**config.mk**
```make
export PLATFORM = sky130hd
export DESIGN_NAME = blur_stream_img
export DESIGN_NICKNAME = d
export VERILOG_FILES = /design/src/rtl/blur_stream_img.sv
export SDC_FILE = /design/constraint.sdc
export NUM_CORES = 1
export LEC_CHECK = 0
export ABC_AREA = 1
export BUFFER_PORTS_ARGS = -buffer_cell sky130_fd_sc_hd__buf_4
export CORE_MARGIN = 1.5
export CORE_UTILIZATION = 37
export CTS_CLUSTER_SIZE = 16
export DETAILED_ROUTE_END_ITERATION = 10
export MAX_ROUTING_LAYER = met4
export PLACE_DENSITY = 0.62
export SYNTH_ARGS = -nofsm -noshare
export SYNTH_HDL_FRONTEND = slang
export SYNTH_SLANG_ARGS = --single-unit
```
**constraint.sdc**
```tcl
create_clock -name clk_in -period 5.95 [get_ports clk_in]
set_input_delay 0.595 -clock clk_in [delete_from_list [all_inputs] [get_ports clk_in]]
set_output_delay 0.595 -clock clk_in [all_outputs]
set_load 0.01 [all_outputs]
```
**src/rtl/blur_stream_img.sv**
```systemverilog
// Purpose : 3x3 Gaussian blur (edge clamp, rounded) or 2x decimation of a
//           run-time sized image, BRAM source to BRAM destination.
// Latency : blur N+READ_LATENCY+1 cycles per pixel (N=9 at x=0, else 3);
//           decimate writes pixel k READ_LATENCY cycles after its read.
// Backpressure: none. The BRAMs are assumed always ready. start_in is only
//           honoured in IDLE and is dropped while a frame is running.
// Ports   : clk_in/rst_in (async, active-high); width_in/height_in/mode_in
//           are latched with start_in. ext_read_addr(_valid) and ext_pixel_in
//           form the source read port. ext_write_addr/ext_write_valid/
//           ext_pixel_out form the destination write port. busy_out,
//           done_out and error_out report status.
module blur_stream_img #(
  parameter int BIT_DEPTH    = 8,
  parameter int MAX_WIDTH    = 64,
  parameter int MAX_HEIGHT   = 64,
  parameter int READ_LATENCY = 2,
  localparam int AW = $clog2(MAX_WIDTH * MAX_HEIGHT),
  localparam int WW = $clog2(MAX_WIDTH + 1),
  localparam int HW = $clog2(MAX_HEIGHT + 1)
) (
  input  logic                 clk_in,
  input  logic                 rst_in,
  input  logic [WW-1:0]        width_in,
  input  logic [HW-1:0]        height_in,
  input  logic                 mode_in,
  input  logic                 start_in,
  output logic [AW-1:0]        ext_read_addr,
  output logic                 ext_read_addr_valid,
  input  logic [BIT_DEPTH-1:0] ext_pixel_in,
  output logic [AW-1:0]        ext_write_addr,
  output logic                 ext_write_valid,
  output logic [BIT_DEPTH-1:0] ext_pixel_out,
  output logic                 busy_out,
  output logic                 done_out,
  output logic                 error_out
);

  localparam int PW  = WW + HW;
  localparam int SW  = BIT_DEPTH + 4;
  localparam int DCW = $clog2(READ_LATENCY + 2);

  typedef enum logic [2:0] {
    IDLE,
    BLUR_FETCH,
    BLUR_DRAIN,
    BLUR_WRITE,
    DEC_RUN,
    DEC_DRAIN,
    DONE
  } state_t;

  state_t state_q, state_d;

  // Frame parameters, latched on an accepted start.
  logic [WW-1:0]        w_q;
  logic [HW-1:0]        h_q;
  logic                 mode_q;

  // Current pixel (blur) or current output pixel (decimate).
  logic [WW-1:0]        x_q, x_d;
  logic [HW-1:0]        y_q, y_d;

  // Window column/row of the read being issued.
  logic [1:0]           col_q, row_q;
  logic [DCW-1:0]       drn_q;
  logic                 last_q;
  logic                 err_q;
  logic [AW-1:0]        wr_addr_q;
  logic [BIT_DEPTH-1:0] pix_q;

  // win_q[col][row]: col 0/1/2 = x-1/x/x+1, row 0/1/2 = y-1/y/y+1.
  logic [BIT_DEPTH-1:0] win_q [3][3];

  // Read tag pipeline {valid, col, row}, aligned so the last stage matches
  // the cycle in which ext_pixel_in carries that read's data.
  logic [4:0]           tag_q [READ_LATENCY];

  logic                 start_ok;
  logic                 x_end, y_end, dec_x_end, dec_y_end;
  logic                 compute;
  logic                 rd_vld, wr_vld;
  logic                 ret_vld;
  logic [1:0]           ret_col, ret_row;
  logic [WW-1:0]        ow, bx, dx;
  logic [HW-1:0]        oh, by, dy;
  logic [AW-1:0]        rd_addr;
  logic [SW-1:0]        sum;
  logic [BIT_DEPTH-1:0] blur_pix;

  function automatic logic [AW-1:0] pix_addr(input logic [WW-1:0] px,
                                             input logic [HW-1:0] py,
                                             input logic [WW-1:0] pw);
    logic [PW-1:0] full;
    full = PW'(py) * PW'(pw) + PW'(px);
    return AW'(full);
  endfunction

  // ---------------------------------------------------------------------
  // Combinational helpers
  // ---------------------------------------------------------------------
  assign start_ok = (width_in != '0) && (height_in != '0) &&
                    (width_in <= WW'(MAX_WIDTH)) && (height_in <= HW'(MAX_HEIGHT)) &&
                    !(mode_in && ((width_in < WW'(2)) || (height_in < HW'(2))));

  assign x_end     = (x_q == w_q - WW'(1));
  assign y_end     = (y_q == h_q - HW'(1));
  assign ow        = w_q >> 1;
  assign oh        = h_q >> 1;
  assign dec_x_end = (x_q == ow - WW'(1));
  assign dec_y_end = (y_q == oh - HW'(1));
  assign dx        = {x_q[WW-2:0], 1'b0};
  assign dy        = {y_q[HW-2:0], 1'b0};

  // The last drain cycle: every tap of the window has landed.
  assign compute = (state_q == BLUR_DRAIN) && (drn_q == DCW'(READ_LATENCY));

  assign {ret_vld, ret_col, ret_row} = tag_q[READ_LATENCY-1];

  // Clamped source coordinates for the tap being read.
  always_comb begin
    bx = x_q;
    if (col_q == 2'd0 && x_q != '0) begin
      bx = x_q - WW'(1);
    end else if (col_q == 2'd2 && !x_end) begin
      bx = x_q + WW'(1);
    end
    by = y_q;
    if (row_q == 2'd0 && y_q != '0) begin
      by = y_q - HW'(1);
    end else if (row_q == 2'd2 && !y_end) begin
      by = y_q + HW'(1);
    end
  end

  // The write cycle of one pixel also issues the first read of the next.
  assign rd_vld  = (state_q == BLUR_FETCH) ||
                   (state_q == BLUR_WRITE && !last_q) ||
                   (state_q == DEC_RUN);
  assign rd_addr = mode_q ? pix_addr(dx, dy, w_q) : pix_addr(bx, by, w_q);

  // Decimation writes straight through from the returning read data.
  assign wr_vld  = (state_q == BLUR_WRITE) || (mode_q && ret_vld);

  // Weights [1 2 1; 2 4 2; 1 2 1]; maximum 16*(2^BIT_DEPTH-1) fits in SW.
  always_comb begin
    sum = SW'(win_q[0][0]) + SW'(win_q[0][2]) + SW'(win_q[2][0]) + SW'(win_q[2][2])
        + (SW'(win_q[0][1]) << 1) + (SW'(win_q[1][0]) << 1)
        + (SW'(win_q[1][2]) << 1) + (SW'(win_q[2][1]) << 1)
        + (SW'(win_q[1][1]) << 2);
    blur_pix = BIT_DEPTH'((sum + SW'(8)) >> 4);
  end

  assign ext_read_addr_valid = rd_vld;
  assign ext_read_addr       = rd_vld ? rd_addr : '0;
  assign ext_write_valid     = wr_vld;
  assign ext_write_addr      = wr_vld ? wr_addr_q : '0;
  assign ext_pixel_out       = wr_vld ? (mode_q ? ext_pixel_in : pix_q) : '0;
  assign error_out           = err_q;

  // ---------------------------------------------------------------------
  // FSM
  // ---------------------------------------------------------------------
  always_ff @(posedge clk_in or posedge rst_in) begin
    if (rst_in) begin
      state_q <= IDLE;
    end else begin
      state_q <= state_d;
    end
  end

  always_comb begin
    state_d  = state_q;
    busy_out = 1'b0;
    done_out = 1'b0;
    case (state_q)
      IDLE: begin
        if (start_in && start_ok) begin
          state_d = mode_in ? DEC_RUN : BLUR_FETCH;
        end
      end
      BLUR_FETCH: begin
        busy_out = 1'b1;
        if (col_q == 2'd2 && row_q == 2'd2) begin
          state_d = BLUR_DRAIN;
        end
      end
      BLUR_DRAIN: begin
        busy_out = 1'b1;
        if (compute) begin
          state_d = BLUR_WRITE;
        end
      end
      BLUR_WRITE: begin
        busy_out = 1'b1;
        state_d  = last_q ? DONE : BLUR_FETCH;
      end
      DEC_RUN: begin
        busy_out = 1'b1;
        if (dec_x_end && dec_y_end) begin
          state_d = DEC_DRAIN;
        end
      end
      DEC_DRAIN: begin
        busy_out = 1'b1;
        if (drn_q == DCW'(READ_LATENCY - 1)) begin
          state_d = DONE;
        end
      end
      DONE: begin
        done_out = 1'b1;
        state_d  = IDLE;
      end
      default: state_d = IDLE;
    endcase
  end

  // Next pixel position: blur advances after computing, decimate per read.
  always_comb begin
    x_d = x_q;
    y_d = y_q;
    if (compute) begin
      if (x_end) begin
        x_d = '0;
        y_d = y_q + HW'(1);
      end else begin
        x_d = x_q + WW'(1);
      end
    end else if (state_q == DEC_RUN) begin
      if (dec_x_end) begin
        x_d = '0;
        y_d = y_q + HW'(1);
      end else begin
        x_d = x_q + WW'(1);
      end
    end
  end

  // ---------------------------------------------------------------------
  // Datapath
  // ---------------------------------------------------------------------
  always_ff @(posedge clk_in or posedge rst_in) begin
    if (rst_in) begin
      w_q       <= '0;
      h_q       <= '0;
      mode_q    <= 1'b0;
      x_q       <= '0;
      y_q       <= '0;
      col_q     <= '0;
      row_q     <= '0;
      drn_q     <= '0;
      last_q    <= 1'b0;
      err_q     <= 1'b0;
      wr_addr_q <= '0;
      pix_q     <= '0;
      for (int c = 0; c < 3; c++) begin
        for (int r = 0; r < 3; r++) begin
          win_q[c][r] <= '0;
        end
      end
      for (int k = 0; k < READ_LATENCY; k++) begin
        tag_q[k] <= '0;
      end
    end else begin
      err_q    <= 1'b0;
      x_q      <= x_d;
      y_q      <= y_d;
      tag_q[0] <= {rd_vld, col_q, row_q};
      for (int k = 1; k < READ_LATENCY; k++) begin
        tag_q[k] <= tag_q[k-1];
      end

      if (state_q == BLUR_DRAIN || state_q == DEC_DRAIN) begin
        drn_q <= drn_q + DCW'(1);
      end else begin
        drn_q <= '0;
      end

      if (state_q == IDLE && start_in) begin
        if (start_ok) begin
          w_q       <= width_in;
          h_q       <= height_in;
          mode_q    <= mode_in;
          x_q       <= '0;
          y_q       <= '0;
          col_q     <= '0;
          row_q     <= '0;
          wr_addr_q <= '0;
          last_q    <= 1'b0;
        end else begin
          err_q <= 1'b1;
        end
      end

      // Walk the window: rows fastest, then columns.
      if (rd_vld && !mode_q) begin
        if (row_q == 2'd2) begin
          row_q <= '0;
          col_q <= col_q + 2'd1;
        end else begin
          row_q <= row_q + 2'd1;
        end
      end

      if (ret_vld && !mode_q) begin
        win_q[ret_col][ret_row] <= ext_pixel_in;
      end

      if (ret_vld && mode_q) begin
        wr_addr_q <= wr_addr_q + AW'(1);
      end

      if (compute) begin
        pix_q     <= blur_pix;
        wr_addr_q <= pix_addr(x_q, y_q, w_q);
        last_q    <= x_end && y_end;
        row_q     <= '0;
        if (x_end) begin
          col_q <= 2'd0;   // new row: reload all nine taps
        end else begin
          col_q <= 2'd2;   // slide: only the right column is fetched
          for (int r = 0; r < 3; r++) begin
            win_q[0][r] <= win_q[1][r];
            win_q[1][r] <= win_q[2][r];
          end
        end
      end
    end
  end

endmodule
```
## After elaboration in Yosys (flattened, before gate mapping)

Cells that the tools add are included.

| word-level totals | value |
|---|---|
| register bits | 142 |
| bits in latches | 0 |
| bits in writable memories | 0 |
| bits in read-only memories | 0 |
| bits of input ports | 26 |
| output and inout port bits | 37 |
| memories | 0 |

| operators by class | value |
|---|---|
| $add $sub $neg | 24 |
| multiply operators | 3 |
| divide/modulo/power cells | 0 |
| $lt $le $gt $ge | 8 |
| equality and inequality tests | 19 |
| shift operators | 0 |
| muxes and demuxes | 60 |
| bitwise operators | 2 |
| reduce and logical (&&, ||, !) cells | 50 |

Operator list:

| kind | number |
|---|---|
| two-way mux 7 bit | 16 |
| two-way mux 48 bit | 2 |
| two-way mux 12 bit | 7 |
| bitwise mux 72 bit | 1 |
| two-way mux 72 bit | 1 |
| demux 24 bit (select 2 bit) | 1 |
| adder 12 x 7 -> 12 bit | 3 |
| adder 12 x 9 -> 12 bit | 3 |
| == test 7 bit | 4 |
| nonzero test 7 bit | 4 |
| subtractor 7 x 1 -> 7 bit, second input constant | 4 |
| multiplier 7 x 7 -> 12 bit | 2 |
| two-way mux 2 bit | 12 |
| two-way mux 24 bit | 1 |
| two-way mux 8 bit | 3 |
| logical AND 1 bit | 21 |
| two-way mux 3 bit | 7 |
| one-hot mux 3 bit (6 select lines) | 1 |
| demux 8 bit (select 2 bit) | 1 |
| adder 7 x 1 -> 7 bit, second input constant | 2 |
| less-or-equal comparator 7 bit, second input constant | 2 |
| < comparator 7 x 2 -> 1 bit, second input constant | 2 |
| subtractor 6 x 1 -> 7 bit, second input constant | 2 |
| adder 11 x 9 -> 12 bit | 1 |
| other kinds (28) | 63 |

## Logic depth before layout (Yosys ltp)

| depth | value |
|---|---|
| depth after elaboration | 11 |
| mapped depth | 34 |

## Worst setup path after synthesis

No wires, ideal clock.

| path | value |
|---|---|
| path type | flip-flop to output port |
| start point | reg h_q[1] |
| end point | out ext_read_addr[9] |
| arrival time | 5431 ps |
| data required time | 5355 ps |
| path slack | -76 ps |
| cell stages (with the launch flop) | 30 |
| path buffers | 0 |
| cell sequence | dfrtp_1 > inv_1 > ha_1 > nand2_1 > nand2_1 > nor2_1 > nand3_1 > nor2_1 > nand3_2 > nand2_4 > nand2_1 > xor2_1 > or2_2 > fa_1 > fa_1 > inv_1 > fa_1 > inv_1 > fa_1 > inv_1 > ha_1 > a21oi_1 > o21ai_0 > a21oi_1 > nor2_1 > o21ai_0 > nand2_1 > nor2_1 > nor2_1 > a32o_1 |

| between the ends | value |
|---|---|
| longest elaborated chain between the ends | 10 |

Ends and longest elaborated chain:

| what | line | text |
|---|---|---|
| start, declared | 56 | `logic [HW-1:0] h_q;` |
| start signal, assigned | 281 | `h_q <= height_in;` |
| subtractor 7 x 1 -> 7 bit | 106 | `assign y_end = (y_q == h_q - HW'(1));` |
| == test 7 bit | 106 |  |
| zero test 1 bit | 130 | `end else if (row_q == 2'd2 && !y_end) begin` |
| logical AND 1 bit | 130 |  |
| two-way mux 7 bit | 130 |  |
| two-way mux 7 bit | 128 | `if (row_q == 2'd0 && y_q != '0) begin` |
| multiplier 7 x 7 -> 12 bit | 94 | `full = PW'(py) * PW'(pw) + PW'(px);` |
| adder 12 x 7 -> 12 bit | 94 |  |
| two-way mux 12 bit | 139 | `assign rd_addr = mode_q ? pix_addr(dx, dy, w_q) : pix_addr(bx, by, w_q);` |
| two-way mux 12 bit | 154 | `assign ext_read_addr = rd_vld ? rd_addr : '0;` |
| end, declared | 27 | `output logic [AW-1:0] ext_read_addr,` |

Every way passes these cells.

## Final worst setup path

| path | value |
|---|---|
| start point | reg h_q[1] |
| end point | out ext_read_addr[11] |

The elaborated chain is that of the path after synthesis.

==> flow_summary.ini <==
[yosys]
yosysSeqAreaShare_pct = 24.1
yosysMostFrequentCell = nand2_1
netlist_top_cells_count = nand2_1, inv_1, nor2_1
yosysTopAreaCellShare_pct = 24.1
postSynthAreaPerCell_um2 = 7.84
synth_edf_count = 0
yosys.area.top_type = dfrtp_1
yosysWarnings = 0
ys_ff_latch = 142
syn-cell-area_um2 = 14800
ys_types = 60
async_flop_share_pct = 100
synth_ff_type = dfrtp_1
synth.net_count = 2150
syn_inst = 1883
yosys-top-cells-area = dfrtp_1, fa_1, nand2_1, ha_1, inv_1

[clock_network]
cts_hold_buf = 0
clk_latency_ns = 0.45
cts_max_path_buffers = 2
clkTransAtPathRegs_ns = 0.07
cts-buffers-inserted = 17
root_buffer = clkbuf_16
numClockSinks = 142
cts_htree_levels = 4
cts_tree = yes

[place]
place_hpwl_um = 31900
place_congestion = 0.873
port_buffers = 62

[global_route]
antenna_found_initial = 1
track_usage_pct = 22.1
grt_start_max_net_pins = 84
grt_pass1_wl_um = 69000
grt_pass1_vias = 12954
grt_remaining_overflow = 0

[die]
die_h_um = 203
die_w_um = 203
start_util_pct = 37.8
num_rows = 72
coreArea_um2 = 39000
die-area_um2 = 41100
ioPinCount = 63

[critical_path]
critical_path_class = register to output port
path_max_fanout = 5
startpoint_type = register
cp.arrival_ns = 5.86
r2r-start = win_q[52]$_DFF_PP0_
r2r_slack_ns = 1.30
crit_slowest_cell = fa_1
critPathCaptureType = output port
crit_start = h_q[1]$_DFFE_PP0P_
required_ns = 5.36
cpPeakStageDelay_ns = 0.56
cpMostUsedCell = inv_2

[timing]
worst_slack_ns = -0.503
period_minus_slack_ns = 6.45
fmax_mhz = 155
hold_violations = 0
finalClockSkew_ns = 0.0170
worst_pin_slew_ns = 1.00
rsz0062_at_grt = yes
relSlewSlack_pct = 32.8
setup_viol = 6
post-route-period-util_pct = 108
final_max_slew_viol_count = 0

[route]
ant_nets = 0
firstDrtPassIters = 6
wire_per_inst_um = 16.6
drt_iter0_markers = 834
wirelength_um = 42600
vias = 12890
route.detailed.drc = 0
vias_per_cell = 5.02

[finish]
nFillCells = 3858
area_delta_synth_final_pct = 19.9
drive_above_1_share_pct = 19.3
final_util_pct = 45.4
antennaDiodeCount = 0
nets = 2303

[outcome]
status = finished with violations
violations = negative setup slack

[worst_hold_path]
hold_path.class = input port to async pin

[flow_run]
maxCapViolations = 0
placed cells by master (no fill, tap or decap), types with 17 or more instances in the layout:
| cell | synthesis | final |
|---|---|---|
| xor2_1 | 42 | 40 |
| fa_1 | 130 | 126 |
| ha_1 | 111 | 100 |
| nand3_1 | 82 | 77 |
| xnor2_1 | 27 | 24 |
| buf_4 | 6 | 182 |
| nand2_1 | 410 | 395 |
| a21oi_1 | 72 | 62 |
| dfrtp_1 | 142 | 142 |
| o21ai_0 | 129 | 121 |
| inv_2 | 12 | 28 |
| clkbuf_16 | 0 | 17 |
| nor2_1 | 156 | 135 |
| inv_1 | 349 | 331 |
worst max-delay path, delay by kind of cell (launching register included):
family | cells | cell delay [ns]
and+or+nand+nor | 13 | 1.00
DFF | 1 | 0.38
xor gates and xnor gates | 1 | 0.17
buffers and inverters | 8 | 0.60
adders and majority gates | 6 | 2.45
AOI/OAI and AO/OA | 6 | 0.81
metal layers:
| metal | global-route usage [%] | wire (um) | share of wire (%) | vias up |
|---|---|---|---|---|
| met4 | 8.78 | 1650 | 3.9 | 0 |
| met1 | 28.3 | 18700 | 44 | 6263 |
| met2 | 35.2 | 20300 | 48 | 350 |
| met5 | - | 0 | 0 | - |
| li1 | - | - | - | 6194 |
| met3 | 3.40 | 1990 | 4.7 | 83 |
path summary, 6_finish.rpt:
| kind | cells after the start | endpoint |
|---|---|---|
| setup / recovery | 34 | ext_read_addr[11] |
| hold / removal | 2 | pix_q[1]$_DFFE_PP0P_ |
| setup reg to reg | 20 | pix_q[7]$_DFFE_PP0P_ |
| hold reg to reg | 0 | ret_vld$_DFF_PP0_ |
| max in group asynchronous | 3 | win_q[62]$_DFF_PP0_ |
| min in group clk_in | 0 | ret_vld$_DFF_PP0_ |
kinds of logic (layout without fill, tap and decap cells):
group	count (synthesis)	in the layout	synth area share (%)
adder cells (fa/ha/maj)	241	241	27.0
AND/OR/NAND/NOR	718	718	20.8
AO/OA/AOI/OAI	286	286	12.1
XOR/XNOR	70	70	4.20
flip-flops	142	142	24.1
buffers and inverters	426	592	11.7
repair_timing:
action | 4_1_cts | 5_1_grt
pin swaps | 56 | 44
setup buffers | 19 | 9
endpoints found under the setup margin | 7 | 9
resized for setup | 74 | 73
cell type report:
type / instances / area, um^2 / area share [%]
inverters: 370 / 1400 / 7.93
clock buffers: 18 / 439 / 2.48
repair buffers: 190 / 1460 / 8.23
well taps: 518 / 648 / 3.66
flip-flops and latches: 142 / 3550 / 20.1
multi-input cells: 1315 / 10000 / 56.7
clock inverters: 14 / 156 / 0.884
per-stage QoR:
step           setup WS, ns  std cells  setup TNS (ns)  cell area, um^2  hold slack, ns
2_1_floorplan       0.00660       1883               0            14800           0.331
3_3_place_gp         -0.280       2507          -0.929            16300           0.333
3_5_place_dp         -0.354       2507           -1.31            16300           0.335
4_1_cts              -0.494       2558           -2.05            17300           0.341
5_1_grt              -0.811       2567           -4.17            17700           0.358
6_report             -0.503       2567           -2.38            17700           0.321
Power is not shown: default switching activity piles up to over one toggle a cycle in this logic, so the estimate is an artifact.
